**config.mk**
```make
export PLATFORM = sky130hd
export DESIGN_NAME = sgpr_replay_ctrl_flat
export DESIGN_NICKNAME = d
export VERILOG_FILES = /design/src/rtl/sgpr_replay_ctrl_if.sv /design/src/rtl/sgpr_replay_ctrl.sv /design/src/flat_wrapper.sv
export SDC_FILE = /design/constraint.sdc
export NUM_CORES = 1
export LEC_CHECK = 0
export CORE_UTILIZATION = 31
export CTS_CLUSTER_SIZE = 30
export DETAILED_ROUTE_END_ITERATION = 10
export PLACE_DENSITY_LB_ADDON = 0.08
export SLEW_MARGIN = 20
export SYNTH_ARGS = -nofsm -noshare
export SYNTH_HDL_FRONTEND = slang
export SYNTH_SLANG_ARGS = --single-unit
```
**constraint.sdc**
```tcl
create_clock -name clk -period 4.4 [get_ports clk]
set_input_delay 0.88 -clock clk [delete_from_list [all_inputs] [get_ports clk]]
set_output_delay 0.88 -clock clk [all_outputs]
set_load 0.01 [all_outputs]
```
**src/rtl/sgpr_replay_ctrl_if.sv**
```systemverilog
// Signal bundle between the replay controller, the core write-back stage,
// the shadow GPR file and the core register file write port.
interface sgpr_replay_ctrl_if #(
  parameter int ADDR_WIDTH = 5,
  parameter int DATA_WIDTH = 32,
  parameter int CNT_WIDTH  = 8
);
  logic                  replay_req_i;
  logic                  core_we_i;
  logic [ADDR_WIDTH-1:0] core_waddr_i;
  logic [DATA_WIDTH-1:0] core_wdata_i;
  logic                  sgpr_we_o;
  logic [ADDR_WIDTH-1:0] sgpr_waddr_o;
  logic [DATA_WIDTH-1:0] sgpr_wdata_o;
  logic [ADDR_WIDTH-1:0] sgpr_raddr_o;
  logic [DATA_WIDTH-1:0] sgpr_rdata_i;
  logic                  rf_we_o;
  logic [ADDR_WIDTH-1:0] rf_waddr_o;
  logic [DATA_WIDTH-1:0] rf_wdata_o;
  logic                  halt_core_o;
  logic                  busy_o;
  logic                  done_o;
  logic                  overrun_o;
  logic [CNT_WIDTH-1:0]  replay_cnt_o;

  // Environment side: drives requests, write-back traffic and shadow read data.
  modport master (
    output replay_req_i, core_we_i, core_waddr_i, core_wdata_i, sgpr_rdata_i,
    input  sgpr_we_o, sgpr_waddr_o, sgpr_wdata_o, sgpr_raddr_o,
           rf_we_o, rf_waddr_o, rf_wdata_o,
           halt_core_o, busy_o, done_o, overrun_o, replay_cnt_o
  );

  // Controller side.
  modport slave (
    input  replay_req_i, core_we_i, core_waddr_i, core_wdata_i, sgpr_rdata_i,
    output sgpr_we_o, sgpr_waddr_o, sgpr_wdata_o, sgpr_raddr_o,
           rf_we_o, rf_waddr_o, rf_wdata_o,
           halt_core_o, busy_o, done_o, overrun_o, replay_cnt_o
  );
endinterface

```
**src/rtl/sgpr_replay_ctrl.sv**
```systemverilog
// Shadow-GPR replay sequencer: mirrors core write-back into the shadow file,
// and on a fault halts the core and copies shadow entries back into the core RF.
module sgpr_replay_ctrl #(
  parameter int ADDR_WIDTH = 5,
  parameter int DATA_WIDTH = 32,
  parameter int FIRST_REG  = 1,
  parameter int LAST_REG   = 31,
  parameter int CNT_WIDTH  = 8
) (
  input  logic              clk,
  input  logic              rst,
  sgpr_replay_ctrl_if.slave bus
);

  typedef enum logic [1:0] {IDLE, HALT, COPY, DONE} state_t;

  localparam logic [ADDR_WIDTH-1:0] FIRST_IDX = ADDR_WIDTH'(FIRST_REG);
  localparam logic [ADDR_WIDTH-1:0] LAST_IDX  = ADDR_WIDTH'(LAST_REG);
  localparam logic [CNT_WIDTH-1:0]  CNT_MAX   = '1;

  state_t                state;
  logic [ADDR_WIDTH-1:0] idx;
  logic [CNT_WIDTH-1:0]  replay_cnt;
  logic                  overrun;
  logic                  idle_q;
  logic                  halt_q;
  logic                  busy_q;
  logic                  done_q;
  logic                  copy_q;

  function automatic logic [CNT_WIDTH-1:0] sat_inc(input logic [CNT_WIDTH-1:0] v);
    return (v == CNT_MAX) ? v : v + CNT_WIDTH'(1);
  endfunction

  // Decode flags are registered alongside the state so outputs never glitch
  // on state transitions; they always equal the decode of the next state.
  always_ff @(posedge clk) begin
    if (rst) begin
      state      <= IDLE;
      idx        <= FIRST_IDX;
      replay_cnt <= '0;
      overrun    <= 1'b0;
      idle_q     <= 1'b1;
      halt_q     <= 1'b0;
      busy_q     <= 1'b0;
      done_q     <= 1'b0;
      copy_q     <= 1'b0;
    end else begin
      if (state != IDLE && bus.replay_req_i) begin
        overrun <= 1'b1;
      end
      case (state)
        IDLE: begin
          if (bus.replay_req_i) begin
            state      <= HALT;
            replay_cnt <= sat_inc(replay_cnt);
            idle_q     <= 1'b0;
            halt_q     <= 1'b1;
            busy_q     <= 1'b1;
          end
        end
        HALT: begin
          state  <= COPY;
          idx    <= FIRST_IDX;
          copy_q <= 1'b1;
        end
        COPY: begin
          // Terminate by compare so LAST_REG at the top of the address space never wraps.
          if (idx == LAST_IDX) begin
            state  <= DONE;
            copy_q <= 1'b0;
            done_q <= 1'b1;
          end else begin
            idx <= idx + ADDR_WIDTH'(1);
          end
        end
        DONE: begin
          state  <= IDLE;
          done_q <= 1'b0;
          halt_q <= 1'b0;
          busy_q <= 1'b0;
          idle_q <= 1'b1;
        end
        default: begin
          state  <= IDLE;
          idle_q <= 1'b1;
          halt_q <= 1'b0;
          busy_q <= 1'b0;
          done_q <= 1'b0;
          copy_q <= 1'b0;
        end
      endcase
    end
  end

  // Write-back pass-through only while idle; x0 is never shadowed.
  assign bus.sgpr_we_o    = idle_q && bus.core_we_i && (bus.core_waddr_i != '0);
  assign bus.sgpr_waddr_o = idle_q ? bus.core_waddr_i : '0;
  assign bus.sgpr_wdata_o = idle_q ? bus.core_wdata_i : '0;

  assign bus.sgpr_raddr_o = copy_q ? idx : '0;
  assign bus.rf_we_o      = copy_q;
  assign bus.rf_waddr_o   = copy_q ? idx : '0;
  assign bus.rf_wdata_o   = copy_q ? bus.sgpr_rdata_i : '0;

  assign bus.halt_core_o  = halt_q;
  assign bus.busy_o       = busy_q;
  assign bus.done_o       = done_q;
  assign bus.overrun_o    = overrun;
  assign bus.replay_cnt_o = replay_cnt;

endmodule

```
**src/flat_wrapper.sv**
```systemverilog
// flat-port wrapper written by rule: the top's interface ports become plain ports
module sgpr_replay_ctrl_flat 
#(
  parameter int ADDR_WIDTH = 5,
  parameter int DATA_WIDTH = 32,
  parameter int FIRST_REG  = 1,
  parameter int LAST_REG   = 31,
  parameter int CNT_WIDTH  = 8
)
  (clk, rst, bus_replay_req_i, bus_core_we_i, bus_core_waddr_i, bus_core_wdata_i, bus_sgpr_rdata_i, bus_sgpr_we_o, bus_sgpr_waddr_o, bus_sgpr_wdata_o, bus_sgpr_raddr_o, bus_rf_we_o, bus_rf_waddr_o, bus_rf_wdata_o, bus_halt_core_o, bus_busy_o, bus_done_o, bus_overrun_o, bus_replay_cnt_o);
  sgpr_replay_ctrl_if #(.ADDR_WIDTH(ADDR_WIDTH), .DATA_WIDTH(DATA_WIDTH), .CNT_WIDTH(CNT_WIDTH)) bus_i ();
  input  logic clk;
  input  logic rst;
  input wire logic [$bits(bus_i.replay_req_i)-1:0] bus_replay_req_i;
  input wire logic [$bits(bus_i.core_we_i)-1:0] bus_core_we_i;
  input wire logic [$bits(bus_i.core_waddr_i)-1:0] bus_core_waddr_i;
  input wire logic [$bits(bus_i.core_wdata_i)-1:0] bus_core_wdata_i;
  input wire logic [$bits(bus_i.sgpr_rdata_i)-1:0] bus_sgpr_rdata_i;
  output wire logic [$bits(bus_i.sgpr_we_o)-1:0] bus_sgpr_we_o;
  output wire logic [$bits(bus_i.sgpr_waddr_o)-1:0] bus_sgpr_waddr_o;
  output wire logic [$bits(bus_i.sgpr_wdata_o)-1:0] bus_sgpr_wdata_o;
  output wire logic [$bits(bus_i.sgpr_raddr_o)-1:0] bus_sgpr_raddr_o;
  output wire logic [$bits(bus_i.rf_we_o)-1:0] bus_rf_we_o;
  output wire logic [$bits(bus_i.rf_waddr_o)-1:0] bus_rf_waddr_o;
  output wire logic [$bits(bus_i.rf_wdata_o)-1:0] bus_rf_wdata_o;
  output wire logic [$bits(bus_i.halt_core_o)-1:0] bus_halt_core_o;
  output wire logic [$bits(bus_i.busy_o)-1:0] bus_busy_o;
  output wire logic [$bits(bus_i.done_o)-1:0] bus_done_o;
  output wire logic [$bits(bus_i.overrun_o)-1:0] bus_overrun_o;
  output wire logic [$bits(bus_i.replay_cnt_o)-1:0] bus_replay_cnt_o;
  assign bus_i.replay_req_i = bus_replay_req_i;
  assign bus_i.core_we_i = bus_core_we_i;
  assign bus_i.core_waddr_i = bus_core_waddr_i;
  assign bus_i.core_wdata_i = bus_core_wdata_i;
  assign bus_i.sgpr_rdata_i = bus_sgpr_rdata_i;
  assign bus_sgpr_we_o = bus_i.sgpr_we_o;
  assign bus_sgpr_waddr_o = bus_i.sgpr_waddr_o;
  assign bus_sgpr_wdata_o = bus_i.sgpr_wdata_o;
  assign bus_sgpr_raddr_o = bus_i.sgpr_raddr_o;
  assign bus_rf_we_o = bus_i.rf_we_o;
  assign bus_rf_waddr_o = bus_i.rf_waddr_o;
  assign bus_rf_wdata_o = bus_i.rf_wdata_o;
  assign bus_halt_core_o = bus_i.halt_core_o;
  assign bus_busy_o = bus_i.busy_o;
  assign bus_done_o = bus_i.done_o;
  assign bus_overrun_o = bus_i.overrun_o;
  assign bus_replay_cnt_o = bus_i.replay_cnt_o;
  sgpr_replay_ctrl #(.ADDR_WIDTH(ADDR_WIDTH), .DATA_WIDTH(DATA_WIDTH), .FIRST_REG(FIRST_REG), .LAST_REG(LAST_REG), .CNT_WIDTH(CNT_WIDTH)) u_core (.clk(clk), .rst(rst), .bus(bus_i));
endmodule
```
---- Yosys cells after proc, flatten, opt, wreduce, memory -nomap -nowiden ----
Cells that the tools add are included.
storage, ports and cells
  register bits after elaboration ......... 20
  input bits .............................. 73
  output and inout bits ................... 93
operators by class
  add/sub/neg operators ................... 2
  equality and inequality tests ........... 8
  multiplexer cells ....................... 17
  bitwise operators ....................... 1
  reductions and logical operators ........ 15
operators by type and width
  cell                                                              count
  32-bit two-way mux                                                2
  5-bit two-way mux                                                 3
  5-bit case mux with 2 select lines                                1
  2-bit AND reduction                                               5
  8-bit by 1-bit adder with 8-bit output (second input constant)    1
  8-bit == test (second input constant)                             1
  1-bit case mux with 2 select lines                                4
  2-bit case mux with 4 select lines                                1
  2-bit nonzero test                                                4
  5-bit by 1-bit adder with 5-bit output (second input constant)    1
  5-bit == test (second input constant)                             1
  5-bit nonzero test                                                1
  2-bit == test (second input constant)                             2
  1-bit two-way mux                                                 4
  2-bit two-way mux                                                 2
  2-bit != test (second input constant)                             2
  1-bit logical AND                                                 3
  3-bit AND reduction                                               1
  2-bit by 1-bit == test with 1-bit output (second input constant)  1
  2-bit zero test                                                   1
  2-bit by 1-bit != test with 1-bit output (second input constant)  1
  1-bit inverter                                                    1

---- Logic depth before layout (Yosys ltp) ----
Gate-level depths: netlist of the first run.
  depth after elaboration ................. 3
  mapped depth ............................ 7
  depth with buffers taken out ............ 7

---- Least setup slack after synthesis of the first run ----
Ideal clock, no wire load.
  path type ............................... input to output
  start ................................... in bus_core_waddr_i[3]
  end ..................................... out bus_sgpr_we_o
  arrival ................................. 1.558 ns
  required time ........................... 3.520 ns
  setup slack ............................. 1.962 ns
  stages on the path ...................... 2
  buffers on the path ..................... 0
  cells stage by stage .................... or3_1 > o311a_1
on the way
  longest elaborated chain between the ends .. 2
ends and longest elaborated chain
  what                line                    RTL
  from (decl)         flat_wrapper.sv:16      input wire logic [$bits(bus_i.core_waddr_i)-1:0] bus_core_waddr_i;
  5-bit nonzero test  sgpr_replay_ctrl.sv:97  assign bus.sgpr_we_o = idle_q && bus.core_we_i && (bus.core_waddr_i != '0);
  1-bit logical AND   sgpr_replay_ctrl.sv:97
  to (decl)           flat_wrapper.sv:19      output wire logic [$bits(bus_i.sgpr_we_o)-1:0] bus_sgpr_we_o;
Every way passes these cells.

---- Worst setup path in the final report of the first run ----
Ends and elaborated chain as after synthesis.

==> results of run 1 <==
-- registers in the layout, indices dropped and copies added (netlist names) --
name,flops
u_core.bus.halt_core_o,1
u_core.bus.rf_we_o,1
u_core.idx,5
u_core.bus.done_o,1
u_core.idle_q,1
u_core.bus.overrun_o,1
u_core.bus.replay_cnt_o,8
u_core.state,2
-- metrics by stage --
stage	cell area, sq um	cells	hold WS [ns]	setup WS, ns	util
global placement	3180	417	0.455	1.11	0.670
finish	3240	421	0.492	1.08	0.681
floorplan	1550	203	0.487	1.96	-
CTS	3240	421	0.483	1.07	0.681
detailed placement	3180	417	0.461	1.07	0.670
global route	3240	421	0.506	1.04	0.681
-- cells by family (layout without fill, tap and decap cells) --
logic type | Yosys count | count (layout) | synth area share
DFF | 20 | 20 | 0.259
muxes | 2 | 2 | 0.0129
xor gates and xnor gates | 5 | 5 | 0.0283
and+or+nand+nor | 121 | 121 | 0.458
AOI/OAI and AO/OA | 26 | 26 | 0.107
buffers and inverters | 21 | 172 | 0.0711
adders and majority gates | 8 | 8 | 0.0647
-- cells in the final DEF (no fill, tap or decap) --
cell type,instances
o21ai_4,1
nor3_1,3
and3_1,3
nand4b_1,1
ha_1,8
and2_1,75
o21bai_1,1
o31ai_1,1
a22oi_1,2
inv_1,3
nand4_2,1
clkbuf_8,4
o311a_1,1
o22ai_1,1
dfxtp_1,20
mux2i_1,2
nand3_1,3
o211ai_1,3
a21oi_1,11
clkdlybuf4s50_1,165
or2_2,1
nor2b_1,6
o21ai_0,5
nand2_1,6
or3_1,2
xor2_1,5
nand2b_1,2
or4_1,1
and4b_1,1
nor2_1,16
-- critical path, cell delays in order --
cell and delay, ns:
clkdlybuf4s50_1 0.42, or3_1 0.37, o311a_1 0.29, clkdlybuf4s50_1 0.48
-- synthesized netlist by cell type (3+ instances only) --
cell	instances	area share
o21ai_0	5	0.016
nor2_1	16	0.039
nor3_1	3	0.0097
o211ai_1	3	0.015
dfxtp_1	20	0.26
nor2b_1	6	0.024
ha_1	8	0.065
buf_4	6	0.029
xor2_1	5	0.028
clkbuf_1	10	0.024
and2_1	75	0.30
a21oi_1	11	0.036
nand2_1	6	0.015
nand3_1	3	0.0097
and3_1	3	0.012
inv_1	3	0.0073
-- how the worst max path moves through the flow --
stage	startpoint	end	slack [ns]	cells past startpoint
after floorplan	bus_core_waddr_i[3]	bus_sgpr_we_o	1.96	2
after global placement	bus_core_waddr_i[3]	bus_sgpr_we_o	1.11	4
after detailed placement	bus_core_waddr_i[3]	bus_sgpr_we_o	1.07	4
after CTS	bus_core_waddr_i[3]	bus_sgpr_we_o	1.07	4
after global routing	bus_core_waddr_i[3]	bus_sgpr_we_o	1.04	4
final	bus_core_waddr_i[3]	bus_sgpr_we_o	1.08	4
-- layout make-up --
cell class,count,area (sq um)
Inverter,3,11.3
Fill cell,412,1520
Clock buffer,4,55.1
Timing Repair Buffer,165,1650
Sequential cell,20,400
Multi-Input combinational cell,162,1040
Tap cell,67,83.8
-- power by group through the flow --
stage | combinational, uW | clock, uW | sequential, uW
after floorplan | 381 | 0 | 255
after global placement | 727 | 0 | 298
after detailed placement | 737 | 0 | 302
after CTS | 739 | 143 | 298
after global routing | 787 | 151 | 309
final | 730 | 140 | 295
-- metal layers --
metal	GRT usage	share of wire
met4	0.0741	0.028
met2	0.368	0.50
met5	0	0
met3	0.0387	0.066
met1	0.224	0.41
==> flow_summary.ini, run 1 <==
[route]
drtIter0Drc = 39
detail-route-antenna-nets = 0
drc = 0
num_vias = 1853
vias_per_cell = 4.40
wl_per_cell_microns = 13.2
routed_wl_microns = 5570
firstDrtPassIters = 4

[timing]
finClkSkew_ns = 0.00498
setup_viol = 0
max_clock_freq_mhz = 301
maxSlewViolCount = 0
finalHoldViolCount = 0
tns_ns = 0
worst_slew_pin_slew_ns = 0.937
rsz0062_at_grt = false
period_needed_ns = 3.32
slew_headroom = 0.374
finalCritPeriodShare = 0.754

[critical_path]
reg2reg_depth = 6
worstSetupStartpointType = primary input
cp_max_fo = 2
crit_arrival_ns = 2.44
reg2reg_to = u_core.idx[0]
cp.required_ns = 3.52
rr_startpoint = u_core.idx[0]
critPathKind = primary input to primary output
worst_setup_path_end_kind = primary output
r2r_setup_slack_ns = 2.61

[clock_tree]
clock_latency_ns = 0.26
cts_tree = yes
numCtsBuffers = 3
clkTransAtPathRegs_ns = 0.07
cts.sinks = 20
cts-root-buf = clkbuf_8
cts_resized = 0
ctsHoldBuffers = 0
postCtsSetupBuffers = 0
cts_max_path_buffers = 2
htreeDepth = 1

[power]
combPwrFrac = 0.627
clkPwrFrac = 0.120
p_total_uw = 1170
p_per_area_nw_per_um2 = 360
p_int_uw = 738
vdd_drop_max_mv = 0.317
seqPwrFrac = 0.253
swShare = 0.366
total_switching_power_uw = 427
p_leak_uw = 0.00126

[worst_hold_path]
hold_path_class = flip-flop to flip-flop
hold_depth = 2
holdCritStartpoint = u_core.bus.overrun_o
holdPathEnd = u_core.bus.overrun_o

[floorplan]
start_util = 0.326
die_area_sq_um = 5280
dieHeight_microns = 72.7
boundaryPins = 166
fp.coreArea_sq_um = 4750
fp.dieW_microns = 72.7
rows = 25

[logic_synthesis]
synth-seq-area-share = 0.259
synth-edff-count = 0
syn_nets = 284
synth_seq_cells = 20
synth_top_flop_cell = dfxtp_1
ys_async_sr_fraction = 0
syn_inst = 203
yosys_warnings = 0
syn_area_sq_um = 1550
yosysUniqueCellTypes = 32
postSynthAreaPerCell_sq_um = 7.62

[global_routing]
gr-total-overflow = 0
grt_use_total = 0.199
grt_max_degree = 40
grt_pass1_vias = 1632
antenna_found_initial = 0
grt_pass1_wl_microns = 8200

[place]
place_congestion = 0.779
port_buffers = 165
hpwl_microns = 4610

[run]
maxCapViolCount = 0

[status]
status = finished clean

[layout]
drive_gt1_frac = 0.0198
area_delta_synth_final_pct = 109
num_antenna_cells = 0
nNetsFinal = 436
Power figures use the tool's default switching activity.
==> inputs of run 2 (changes only) <==
--- a/config.mk
+++ b/config.mk
@@ -5,7 +5,7 @@
 export SDC_FILE = /design/constraint.sdc
 export NUM_CORES = 1
 export LEC_CHECK = 0
-export CORE_UTILIZATION = 31
+export CORE_UTILIZATION = 29
 export CTS_CLUSTER_SIZE = 30
 export DETAILED_ROUTE_END_ITERATION = 10
 export PLACE_DENSITY_LB_ADDON = 0.08
==> constraint.sdc (replaced) <==
create_clock -name clk -period 3.07 [get_ports clk]
set_input_delay 0.614 -clock clk [delete_from_list [all_inputs] [get_ports clk]]
set_output_delay 0.614 -clock clk [all_outputs]
set_load 0.01 [all_outputs]
==> run 2 against run 1 <==
  * Count of clock-buffer cells in the layout decreased by 1
  * Clock skew decreased by 0.0021 ns
  * Setup slack got worse by 0.79 ns
  * Combinational power increased by 55%
  * Clock power increased by 23%
  * Die area increased by 6.7%
  * Worst hold slack got worse by 0.0088 ns
  * First-iteration DRC count increased by 41%
  * Sequential power increased by 20%
  * Sequential share of layout area about the same
  * Power increased by 42%
  * Critical path depth unchanged
==> flow_summary.ini, run 2 (synthesis gave the netlist of run 1 again) <==
[timing]
rsz0062_at_grt = false
slew_headroom = 0.744
hold_slack_ns = 0.483
worst_slew_pin_slew_ns = 0.385
finalHoldViolCount = 0
tns_ns = 0
max_clock_freq_mhz = 360
period_needed_ns = 2.78
setup_viol = 0
finalCritPeriodShare = 0.905
maxSlewViolCount = 0
finClkSkew_ns = 0.00290

[clock_tree]
cts_resized = 0
cts-root-buf = clkbuf_8
cts_tree = yes
cts_max_path_buffers = 2
ctsHoldBuffers = 0
numCtsBuffers = 3
clkTransAtPathRegs_ns = 0.07
clock_latency_ns = 0.26
postCtsSetupBuffers = 0
htreeDepth = 1
cts.sinks = 20

[route]
firstDrtPassIters = 4
wl_per_cell_microns = 13.3
drtIter0Drc = 55
detail-route-antenna-nets = 0
routed_wl_microns = 5680
num_vias = 1845
drc = 0
vias_per_cell = 4.33

[power]
p_leak_uw = 0.00127
vdd_drop_max_mv = 0.606
p_per_area_nw_per_um2 = 509
p_total_uw = 1660

[layout]
final_cell_mix = clkdlybuf4s50_1 (165), and2_1 (75), dfxtp_1 (20)
area_delta_synth_final_pct = 110
final_area_sq_um = 3250
nNetsFinal = 439
drive_gt1_frac = 0.0253
layout_commonest_cell = clkdlybuf4s50_1
final_cells = 426
largest_reg_flops = 8
num_antenna_cells = 0

[run]
maxCapViolCount = 0

[floorplan]
fp.dieW_microns = 75.1
dieHeight_microns = 75.1
boundaryPins = 166
start_util = 0.303
fp.coreArea_sq_um = 5110
die_area_sq_um = 5630
rows = 26

[critical_path]
worstSetupStartpointType = primary input
critPathKind = primary input to primary output
cp_max_fo = 2
cp.required_ns = 2.46
worst_setup_path_end_kind = primary output
crit_arrival_ns = 2.16

[global_routing]
grt_use_total = 0.188
grt_max_degree = 39
grt_pass1_vias = 1599
gr-total-overflow = 0
grt_pass1_wl_microns = 8010
antenna_found_initial = 0

[status]
status = finished clean

[place]
dp_cells = 423
place_area_sq_um = 3210
place_congestion = 0.776
hpwl_microns = 4760
port_buffers = 165

[worst_hold_path]
hold_path_class = flip-flop to flip-flop
[run 2: final cells by class]
type | count | area, sq um
Inverter | 3 | 11.3
Tap cell | 70 | 87.6
Sequential cell | 20 | 400
Fill cell | 459 | 1860
Multi-Input combinational cell | 162 | 1040
Clock buffer | 3 | 41.3
Timing Repair Buffer | 168 | 1670
[run 2: critical path, stage by stage]
cell and delay [ns]:
clkdlybuf4s50_1 0.43, or3_1 0.35, o311a_1 0.29, clkdlybuf4s50_1 0.48
[run 2: final timing paths]
check | endpoint | from | slack, ns | cells past startpoint
setup reg to reg | u_core.idx[0] | u_core.idx[0] | 1.33 | 6
setup / recovery | bus_sgpr_we_o | bus_core_waddr_i[2] | 0.29 | 4
hold reg to reg | u_core.bus.overrun_o | u_core.bus.overrun_o | 0.48 | 2
hold / removal | u_core.bus.overrun_o | u_core.bus.overrun_o | 0.48 | 2
[run 2: stage by stage]
stage	setup WS, ns	util
finish	0.291	0.637
global route	0.243	0.637
CTS	0.288	0.637
detailed placement	0.294	0.629
global placement	0.309	0.629
floorplan	1.16	-
[run 2: where the power goes]
| group | switching [uW] | total, uW | leakage (uW) | internal (uW) |
|---|---|---|---|---|
| Clock | 84.6 | 172 | 0.0000216 | 87.5 |
| Sequential | 44.3 | 355 | 0.000163 | 311 |
| Combinational | 485 | 1130 | 0.00108 | 643 |
[run 2: metal layers]
layer	track usage	up-vias	share of wire
met5	0	-	0
met4	0.0356	0	0.012
met3	0.0589	6	0.085
met2	0.368	77	0.53
met1	0.197	802	0.37
li1	-	960	-
